==> src/rtl/cpu_types_pkg.sv <==
// Shared types for the memory arbiter: state encoding, word type and the default
// cap on back-to-back data grants while a fetch is waiting.
package cpu_types_pkg;

    typedef enum logic [2:0] {
        IDLE   = 3'd0,
        IGRANT = 3'd1,
        DGRANT = 3'd2,
        HALT   = 3'd3,
        ERR    = 3'd4
    } arb_state_t;

    typedef logic [31:0] word_t;

    localparam int DEF_MAX_DSTREAK = 4;

endpackage

==> src/rtl/streak_counter.sv <==
// Saturating count of consecutive data grants taken while a fetch was pending.
// One-cycle update; clear has priority over increment, increment holds at MAX.
module streak_counter #(
    parameter  int MAX = 4,
    localparam int W   = $clog2(MAX + 1)
) (
    input  logic i_clk,
    input  logic i_rst,
    input  logic i_inc,
    input  logic i_clr,
    output logic o_sat
);

    logic [W-1:0] r_cnt;

    always_ff @(posedge i_clk) begin
        if (i_rst) begin
            r_cnt <= '0;
        end else if (i_clr) begin
            r_cnt <= '0;
        end else if (i_inc && !o_sat) begin
            r_cnt <= r_cnt + 1'b1;
        end
    end

    assign o_sat = (r_cnt == W'(MAX));

endmodule

==> src/rtl/mem_arbiter.sv <==
// Arbitrates one RAM port between fetch and data requesters; data wins unless fetch has waited MAX_DSTREAK grants.
// Hits are combinational on ram_ready inside a grant (min 2-cycle access); HALT and ERR are exited only by RST.
module mem_arbiter
    import cpu_types_pkg::*;
#(
    parameter int ADDR_W      = 32,
    parameter int DATA_W      = 32,
    parameter int MAX_DSTREAK = DEF_MAX_DSTREAK
) (
    input  logic              CLK,
    input  logic              RST,
    input  logic              iREN,
    input  logic [ADDR_W-1:0] iaddr,
    input  logic              dREN,
    input  logic              dWEN,
    input  logic [ADDR_W-1:0] daddr,
    input  logic [DATA_W-1:0] dstore,
    input  logic              halt,
    output logic              ihit,
    output logic [DATA_W-1:0] imemload,
    output logic              dhit,
    output logic [DATA_W-1:0] dmemload,
    output logic              ramREN,
    output logic              ramWEN,
    output logic [ADDR_W-1:0] ramaddr,
    output logic [DATA_W-1:0] ramstore,
    input  logic [DATA_W-1:0] ramload,
    input  logic              ram_ready,
    input  logic              ram_error,
    output logic              halted,
    output logic              mem_error
);

    arb_state_t r_state;
    arb_state_t w_next;
    logic       w_inc;
    logic       w_clr;
    logic       w_sat;

    streak_counter #(.MAX(MAX_DSTREAK)) u_streak (
        .i_clk (CLK),
        .i_rst (RST),
        .i_inc (w_inc),
        .i_clr (w_clr),
        .o_sat (w_sat)
    );

    always_ff @(posedge CLK) begin
        if (RST) begin
            r_state <= IDLE;
        end else begin
            r_state <= w_next;
        end
    end

    always_comb begin
        w_next    = r_state;
        w_inc     = 1'b0;
        w_clr     = 1'b0;
        ihit      = 1'b0;
        dhit      = 1'b0;
        imemload  = '0;
        dmemload  = '0;
        ramREN    = 1'b0;
        ramWEN    = 1'b0;
        ramaddr   = '0;
        ramstore  = '0;
        halted    = 1'b0;
        mem_error = 1'b0;

        case (r_state)
            IDLE: begin
                // A fetch that has watched MAX_DSTREAK data grants go by takes the next slot.
                if ((dREN || dWEN) && !(iREN && w_sat)) begin
                    w_next = DGRANT;
                end else if (iREN) begin
                    w_next = IGRANT;
                end else if (halt) begin
                    w_next = HALT;
                end
            end
            DGRANT: begin
                ramaddr  = daddr;
                ramstore = dstore;
                ramWEN   = dWEN;
                ramREN   = dREN && !dWEN;
                if (ram_error) begin
                    w_next = ERR;
                end else if (ram_ready) begin
                    dhit     = 1'b1;
                    dmemload = ramload;
                    w_inc    = iREN;
                    w_clr    = !iREN;
                    w_next   = IDLE;
                end
            end
            IGRANT: begin
                ramaddr = iaddr;
                ramREN  = 1'b1;
                if (ram_error) begin
                    w_next = ERR;
                end else if (ram_ready) begin
                    ihit     = 1'b1;
                    imemload = ramload;
                    w_clr    = 1'b1;
                    w_next   = IDLE;
                end
            end
            HALT: begin
                halted = 1'b1;
            end
            ERR: begin
                mem_error = 1'b1;
            end
            default: begin
                w_next = IDLE;
            end
        endcase
    end

endmodule

==> config.mk <==
export PLATFORM = sky130hd
export DESIGN_NAME = mem_arbiter
export DESIGN_NICKNAME = d
export VERILOG_FILES = /design/src/rtl/cpu_types_pkg.sv /design/src/rtl/streak_counter.sv /design/src/rtl/mem_arbiter.sv
export SDC_FILE = /design/constraint.sdc
export NUM_CORES = 1
export LEC_CHECK = 0
export CORE_AREA = 2 2 105 107
export DETAILED_ROUTE_END_ITERATION = 10
export DIE_AREA = 0 0 107 109
export PLACE_DENSITY = 0.57
export SYNTH_ARGS = -nofsm -noshare
export SYNTH_HDL_FRONTEND = slang
export SYNTH_HIERARCHICAL = 1
export SYNTH_SLANG_ARGS = --single-unit
==> constraint.sdc <==
create_clock -name CLK -period 2.75 [get_ports CLK]
set_clock_uncertainty 0.15 [all_clocks]
set_input_delay 0.825 -clock CLK [delete_from_list [all_inputs] [get_ports CLK]]
set_output_delay 0.825 -clock CLK [all_outputs]
set_load 0.01 [all_outputs]
==> summary.md, run 1 <==
| Metric | Value |
|---|---|
| CTS H-tree depth | 1 |
| CTS buffer count | 3 |
| Critical path capture point type | output pin |
| FMAX | 0.3651 GHz |
| CP Buf/Inv Count | 4 |
| Worst path arrival time | 1760 ps |
| Tot Pwr | 0.0009199 W |
| Synth area leader | and2_1 |
| Share of layout cells above drive strength 1 | 26.42% |
| Mean routed wirelength per cell | 14.87 um |
| Number of flops mapped to enable cells by yosys | 0 |
| Warnings, synthesis | 6 |
| RSZ-0062 raised after global routing | yes |
| Port Buffers | 269 |
| Top_reg_cell synth | dfxtp_1 |
| Worst path max stage delay | 330 ps |
| Clock Tree Root | clkbuf_8 |
| Relative slew slack | 80.06% |
| Syn Inst Count | 196 |
| # diodes | 0 |
| CTS clk-pin slew, worst paths | 40 ps |
| Hold Slack | 431.2 ps |
| Largest net degree at the start of global routing | 31 |
| Crit start category | primary input |
| Worst min path class | register to register |
| CP Cell Sequence | buf_6, and3b_2, buf_6, buf_12, and2_4, buf_6 |
| Core Area | 0.01060 mm^2 |
| Area Overhead vs Synth | 207.4% |
| Slowest stage cell on the critical path | and3b_2 |
| Final Hold Viols | 0 |
| Cts hold-fix bufs | 0 |
| Status | completed |
| Final Wtd Congestion | 0.8098 |
| Maximum VDD drop | 0.1085 mV |
| Max Transition Viols Final | 0 |
| First-pass detailed-route iteration total | 3 |
| CTS Sinks | 6 |
| Final period util | 99.60% |
| HPWL after DPL | 7133 um |
| Async S/R FF share, synth | 0% |
| Min Tclk post-route | 2739 ps |
| DRT Wirelength | 9176 um |
| Final non-filler cell total | 617 |
| Most frequent cells in the layout | 134 x clkdlybuf4s50_1, 79 x and2_1, 68 x dlygate4sd2_1, 43 x buf_2, 32 x a22o_1 |
| Design Area, Final | 0.004369 mm^2 |
| Cell area after synthesis | 0.001421 mm^2 |
| Vias in the first global route | 2469 |
| Gr ovfl total | 0 |
| CTS Buffer Depth | 2 |
| Sequential cell area fraction in the yosys report | 8.451% |
| Antenna viol nets, final | 0 |
| PD cells | 210.5 mW/mm^2 |
| Initial core utilization | 13.41% |
| CTS tree | yes |
| Post-synth top area share | 43.57% |
| # DRC | 0 |
| Max cap viols | 0 |
| Vias/cell | 4.011 |
| First-pass GRT wire length | 12990 um |
| DR iter-0 viols | 99 |
| P_leak | 2.233 nW |
| Ports | 270 |
| Area after DPL | 0.004347 mm^2 |
| Crit path max fanout | 8 |
| # nets final | 617 |
| Die W | 107 um |
| Skew-Pair Late Insertion Delay | 220 ps |
| Total Routing Usage GR | 14.16% |
| Avg Inst Size Synth | 7.252 um^2 |
| Synth Net Count | 334 |
| DR vias | 2475 |
| CP top delay family | simple AND/OR/NAND/NOR gates |
| Critical path type | primary input to output pin |
| CP required | 1780 ps |
| Synth unique cells | 29 |
| Seq cells post-synth | 6 |
| Die height | 109 um |
| Fillers | 1135 |
| Area contributors post-synth | and2_1 44%, a22o_1 20%, dfxtp_1 8.5%, nor3b_4 2.6%, buf_2 2.5% |
| Initial antenna violation count | 0 |
| Slew at the pin closest to its max-slew limit | 298.1 ps |
| Placed cells | 600 |
| Commonest non-fill, non-tap cell in the layout | clkdlybuf4s50_1 |
| Final Setup Violations | 0 |
| # rows | 38 |
| Full die area | 0.01166 mm^2 |
| CP most frequent cell | buf_6 |
-- what timing repair did --
action / CTS / global route
cloned: 6 / 0
pin swaps: 16 / 3
buffers inserted: 11 / 1
resized for setup: 367 / 16
setup endpoints to repair: 132 / 33
-- Yosys cell counts, types with 3 or more instances --
master / n
buf_4: 4
dfxtp_1: 6
inv_1: 4
nor3b_1: 4
a22o_1: 32
nor2_1: 5
o21ai_0: 3
and2_1: 99
buf_2: 7
clkbuf_1: 6
-- final cells by class --
class	instances	area [um^2]	area share, %
clock buffer	3	41.29	0.9450
inverter	4	15.01	0.3436
multi-input combinational	167	1245	28.49
sequential	6	120.1	2.749
tap	140	175.2	4.009
timing repair buffer	297	2773	63.46
-- worst register-to-register path, stage by stage (launching register included) --
cell	delay, ps
dfxtp_1	410
nor3b_4	270
and3b_2	250
buf_12	110
buf_16	130
and2_1	160
a21boi_2	210
mux2_1	340
-- power by group --
| part | total [W] | internal, W | leakage, nW | switching [W] |
|---|---|---|---|---|
| clock network | 0.000127 | 0.0000936 | 0.0216 | 0.0000336 |
| registers | 0.000101 | 0.0000929 | 0.0489 | 0.00000802 |
| logic | 0.000692 | 0.000426 | 2.16 | 0.000265 |
| total | 0.000920 | 0.000613 | 2.23 | 0.000307 |
-- cell families after synthesis --
logic type / synth area share [%]
simple gates: 54.23
compound gates: 26.06
buf+inv: 7.922
flops: 8.451
mux: 1.584
fa+ha+maj: 1.760
-- layer usage --
layer | vias up | GRT usage (%) | routed length, um
met3 | 2 | 3.407 | 819
li1 | 1235 | - | -
met2 | 138 | 27.30 | 4774
met1 | 1100 | 16.22 | 3565
met5 | - | 0 | 0
met4 | 0 | 1.670 | 17
-- registers in the layout, summed over array words and instances, names as in the netlist --
register	flops
u_streak/r_cnt	3
r_state	3
-- final timing paths --
path | cells past startpoint | from | endpoint | slack [ps]
max reg2reg | 7 | r_state[1]$_SDFFE_PP0P_ | u_streak/r_cnt[1]$_SDFFE_PP0P_ | 600
max | 6 | ram_error | imemload[1] | 10
min | 2 | u_streak/r_cnt[2]$_SDFFE_PP0P_ | u_streak/r_cnt[2]$_SDFFE_PP0P_ | 430
min reg2reg | 2 | u_streak/r_cnt[2]$_SDFFE_PP0P_ | u_streak/r_cnt[2]$_SDFFE_PP0P_ | 430
-- through the flow --
step                worst slack [ps]  util [%]  TNS [ps]
floorplan                      318.0         -         0
global placement              -655.4     41.00    -50740
detailed placement            -695.7     41.00    -53440
CTS                           -90.15     41.82     -1331
global route                  -45.16     41.21    -480.7
finish                         10.92     41.21         0
(Power assumes the default switching activity.)
==> run 2: changes to the inputs <==
- CAP_MARGIN: default -> 20
- CORE_AREA: 2 2 105 107 -> 2 2 106 108
- DIE_AREA: 0 0 107 109 -> 0 0 108 110
- PLACE_DENSITY: 0.57 -> 0.56
- SETUP_SLACK_MARGIN: default -> 0.02
- SYNTH_HIERARCHICAL: 1 -> default
==> summary.md, run 2 <==
| Metric | Value |
|---|---|
| Synth unique cells | 32 (was 29) |
| Mean routed wirelength per cell | 16.94 um (was 14.87 um) |
| Gr ovfl total | 0 (unchanged) |
| Largest net degree at the start of global routing | 39 (was 31) |
| Final Wtd Congestion | 0.7556 (was 0.8098) |
| Total Routing Usage GR | 16.34% (was 14.16%) |
| CTS H-tree depth | 1 (unchanged) |
| Initial core utilization | 13.40% (was 13.41%) |
| Worst min path class | register to register (unchanged) |
| Seq cells post-synth | 6 (unchanged) |
| Die W | 108 um (was 107 um) |
| Worst path max stage delay | 170 ps (was 330 ps) |
| DRT Wirelength | 10570 um (was 9176 um) |
| Clock Tree Root | clkbuf_8 (unchanged) |
| Worst hold path depth | 2 (unchanged) |
| Hold Slack | 350.1 ps (was 431.2 ps) |
| Core Area | 0.01070 mm^2 (was 0.01060 mm^2) |
| Synth cell count leaders | 66 x and3_1, 33 x and2_1, 32 x a22o_1 (was 99 x and2_1, 32 x a22o_1, 7 x buf_2) |
| Vias in the first global route | 2729 (was 2469) |
| Final Hold Viols | 0 (unchanged) |
| Synth area leader | and3_1 (was and2_1) |
| CTS Sinks | 6 (unchanged) |
| Max Transition Viols Final | 0 (unchanged) |
| RR Startpoint | r_state[2]$_SDFFE_PP0P_ (was r_state[1]$_SDFFE_PP0P_) |
| # rows | 38 (unchanged) |
| Final period util | 99.46% (was 99.60%) |
| # diodes | 0 (unchanged) |
| Commonest non-fill, non-tap cell in the layout | clkdlybuf4s50_1 (unchanged) |
| Min Tclk post-route | 2735 ps (was 2739 ps) |
| First-pass GRT wire length | 15110 um (was 12990 um) |
| Flop2flop setup slack | 1090 ps (was 600 ps) |
| Cell area after synthesis | 0.001434 mm^2 (was 0.001421 mm^2) |
| Crit start category | primary input (unchanged) |
| Ports | 270 (unchanged) |
| CP required | 1780 ps (about the same) |
| Share of layout cells above drive strength 1 | 29.34% (was 26.42%) |
| Worst path arrival time | 1760 ps (about the same) |
| Final Setup Violations | 0 (unchanged) |
| Vias/cell | 4.405 (was 4.011) |
| Avg Inst Size Synth | 7.029 um^2 (was 7.252 um^2) |
| Number of flops mapped to enable cells by yosys | 0 (unchanged) |
| Syn Inst Count | 204 (was 196) |
| HPWL after DPL | 7376 um (was 7133 um) |
| Top Registers | r_state (3), u_streak.r_cnt (3) (was r_state (3), u_streak/r_cnt (3)) |
| Maximum VDD drop | 0.1361 mV (was 0.1085 mV) |
| Most numerous cell in the Yosys netlist | and3_1 (was and2_1) |
| DR vias | 2749 (was 2475) |
| Origin of the worst setup path | ram_ready (was ram_error) |
| Warnings, synthesis | 0 (was 6) |
| Sequential cell area fraction in the yosys report | 8.377% (was 8.451%) |
| PD cells | 236.9 mW/mm^2 (was 210.5 mW/mm^2) |
| Skew-Pair Late Insertion Delay | 230 ps (was 220 ps) |
| CP Cell Sequence | buf_6, nor2b_4, buf_6, buf_12, buf_16, and3_1, buf_2 (was buf_6, and3b_2, buf_6, buf_12, and2_4, buf_6) |
| Port Buffers | 269 (unchanged) |
| P_leak | 2.395 nW (was 2.233 nW) |
| Post-Route Utilization | 43.49% (was 41.21%) |
| Synth Net Count | 342 (was 334) |
| CTS Buffer Depth | 2 (unchanged) |
| Worst reg2reg path depth | 5 (was 7) |
| Critical path type | primary input to output pin (unchanged) |
| Async S/R FF share, synth | 0% (unchanged) |
| Area contributors post-synth | and3_1 29%, a22o_1 20%, and2_1 14%, dfxtp_1 8.4%, clkbuf_1 3.7% (was and2_1 44%, a22o_1 20%, dfxtp_1 8.5%, nor3b_4 2.6%, buf_2 2.5%) |
| Slowest stage cell on the critical path | and3_1 (was and3b_2) |
| Area Overhead vs Synth | 224.4% (was 207.4%) |
| CTS clk-pin slew, worst paths | 30 ps (was 40 ps) |
| Slew at the pin closest to its max-slew limit | 302.3 ps (was 298.1 ps) |
| Full die area | 0.01188 mm^2 (was 0.01166 mm^2) |
| Initial antenna violation count | 0 (unchanged) |
| Die height | 110 um (was 109 um) |
| Most frequent cells in the layout | 134 x clkdlybuf4s50_1, 62 x dlygate4sd2_1, 40 x and3_1, 38 x buf_2 (was 134 x clkdlybuf4s50_1, 79 x and2_1, 68 x dlygate4sd2_1, 43 x buf_2, 32 x a22o_1) |
| R2R Path End | u_streak.r_cnt[2]$_SDFFE_PP0P_ (was u_streak/r_cnt[1]$_SDFFE_PP0P_) |
| First-pass detailed-route iteration total | 4 (was 3) |
| Crit path max fanout | 8 (unchanged) |
| CTS tree | yes (unchanged) |
| CP most frequent cell | buf_6 (unchanged) |
| # nets final | 624 (was 617) |
| Top_reg_cell synth | dfxtp_1 (unchanged) |
| Setup crit end | dmemload[19] (was imemload[1]) |
| RSZ-0062 raised after global routing | yes (unchanged) |
| CTS buffer count | 3 (unchanged) |
| Final non-filler cell total | 624 (was 617) |
| DR iter-0 viols | 94 (was 99) |
| Max cap viols | 0 (unchanged) |
| Antenna viol nets, final | 0 (unchanged) |
| # DRC | 0 (unchanged) |
| Critical path capture point type | output pin (unchanged) |
| Placed cells | 604 (was 600) |
| Status | completed (unchanged) |
| Post-synth top area share | 28.80% (was 43.57%) |
| Setup TNS | 0 ps (unchanged) |
| Relative slew slack | 79.85% (was 80.06%) |
| FMAX | 0.3656 GHz (was 0.3651 GHz) |
[run 2: cell count changes after synthesis, moves of 2 or more]
cell | before | now
a31oi_1 | 1 | 3
and2_1 | 99 | 33
and3_1 | 0 | 66
and3b_1 | 2 | 0
clkbuf_1 | 6 | 14
clkbuf_2 | 2 | 0
mux2_1 | 2 | 0
nor3b_1 | 4 | 2
nor4_1 | 0 | 2
o211ai_1 | 2 | 4
o21ai_0 | 3 | 0
[run 2: area by class of cell]
class | count | area, um^2
fill | 1096 | 6046
timing repair buffer | 303 | 2978
multi-input combinational | 167 | 1315
tap | 140 | 175.2
sequential | 6 | 123.9
clock buffer | 3 | 41.29
inverter | 5 | 18.77
[run 2: critical path, delay by kind of cell]
| kind | cells | cell delay [ps] |
|---|---|---|
| AND/OR/NAND/NOR | 2 | 290 |
| buffers and inverters | 5 | 620 |
[run 2: logic make-up (layout without fill, tap and decap cells)]
kind of cell               count (synthesis)  in the layout  share of synthesized area (%)
and+or+nand+nor                          117            117                          51.31
DFF                                        6              6                          8.377
buffers and inverters                     31            311                          10.47
AOI/OAI and AO/OA                         47             47                          27.49
xor gates and xnor gates                   1              1                         0.6109
adders and majority gates                  2              2                          1.745
[run 2: layer usage]
| metal | share of wire [%] | vias up | routed length (um) | GRT usage (%) |
|---|---|---|---|---|
| li1 | - | 1328 | - | - |
| met3 | 8.1 | 6 | 860 | 3.586 |
| met2 | 52 | 139 | 5491 | 29.47 |
| met1 | 39 | 1276 | 4168 | 20.15 |
| met5 | 0 | - | 0 | 0 |
| met4 | 0.49 | 0 | 52 | 2.930 |
[run 2: worst min path at each step]
stage / from / to / slack (ps)
final: u_streak.r_cnt[1]$_SDFFE_PP0P_ / u_streak.r_cnt[1]$_SDFFE_PP0P_ / 350
after global routing: u_streak.r_cnt[1]$_SDFFE_PP0P_ / u_streak.r_cnt[1]$_SDFFE_PP0P_ / 380
after detailed placement: u_streak.r_cnt[1]$_SDFFE_PP0P_ / u_streak.r_cnt[1]$_SDFFE_PP0P_ / 340
after CTS: u_streak.r_cnt[1]$_SDFFE_PP0P_ / u_streak.r_cnt[1]$_SDFFE_PP0P_ / 350
after global placement: u_streak.r_cnt[1]$_SDFFE_PP0P_ / u_streak.r_cnt[1]$_SDFFE_PP0P_ / 340
after floorplan: u_streak.r_cnt[1]$_SDFFE_PP0P_ / u_streak.r_cnt[1]$_SDFFE_PP0P_ / 320
[run 2: what timing repair did]
item,4_1_cts,5_1_grt
cloned,9,0
hold buffers,0,0
gates resized for setup,395,30
buffers inserted,8,1
pin swaps,19,5
endpoints found under the setup margin,132,69
[run 2: through the flow]
stage          total power [W]  cell area [um^2]  worst slack (ps)
2_1_floorplan        0.0004132              1434             106.7
3_3_place_gp         0.0009469              4348            -722.3
3_5_place_dp         0.0009475              4348            -722.8
4_1_cts               0.001100              4508             4.191
5_1_grt               0.001174              4652            -12.00
6_report              0.001102              4652             14.80
[run 2: power breakdown]
part | leakage (nW) | internal [W] | total (W) | switching [W]
Combinational | 2.32 | 0.000505 | 0.000860 | 0.000355
Clock | 0.0216 | 0.0000944 | 0.000137 | 0.0000430
Sequential | 0.0500 | 0.0000948 | 0.000105 | 0.0000103
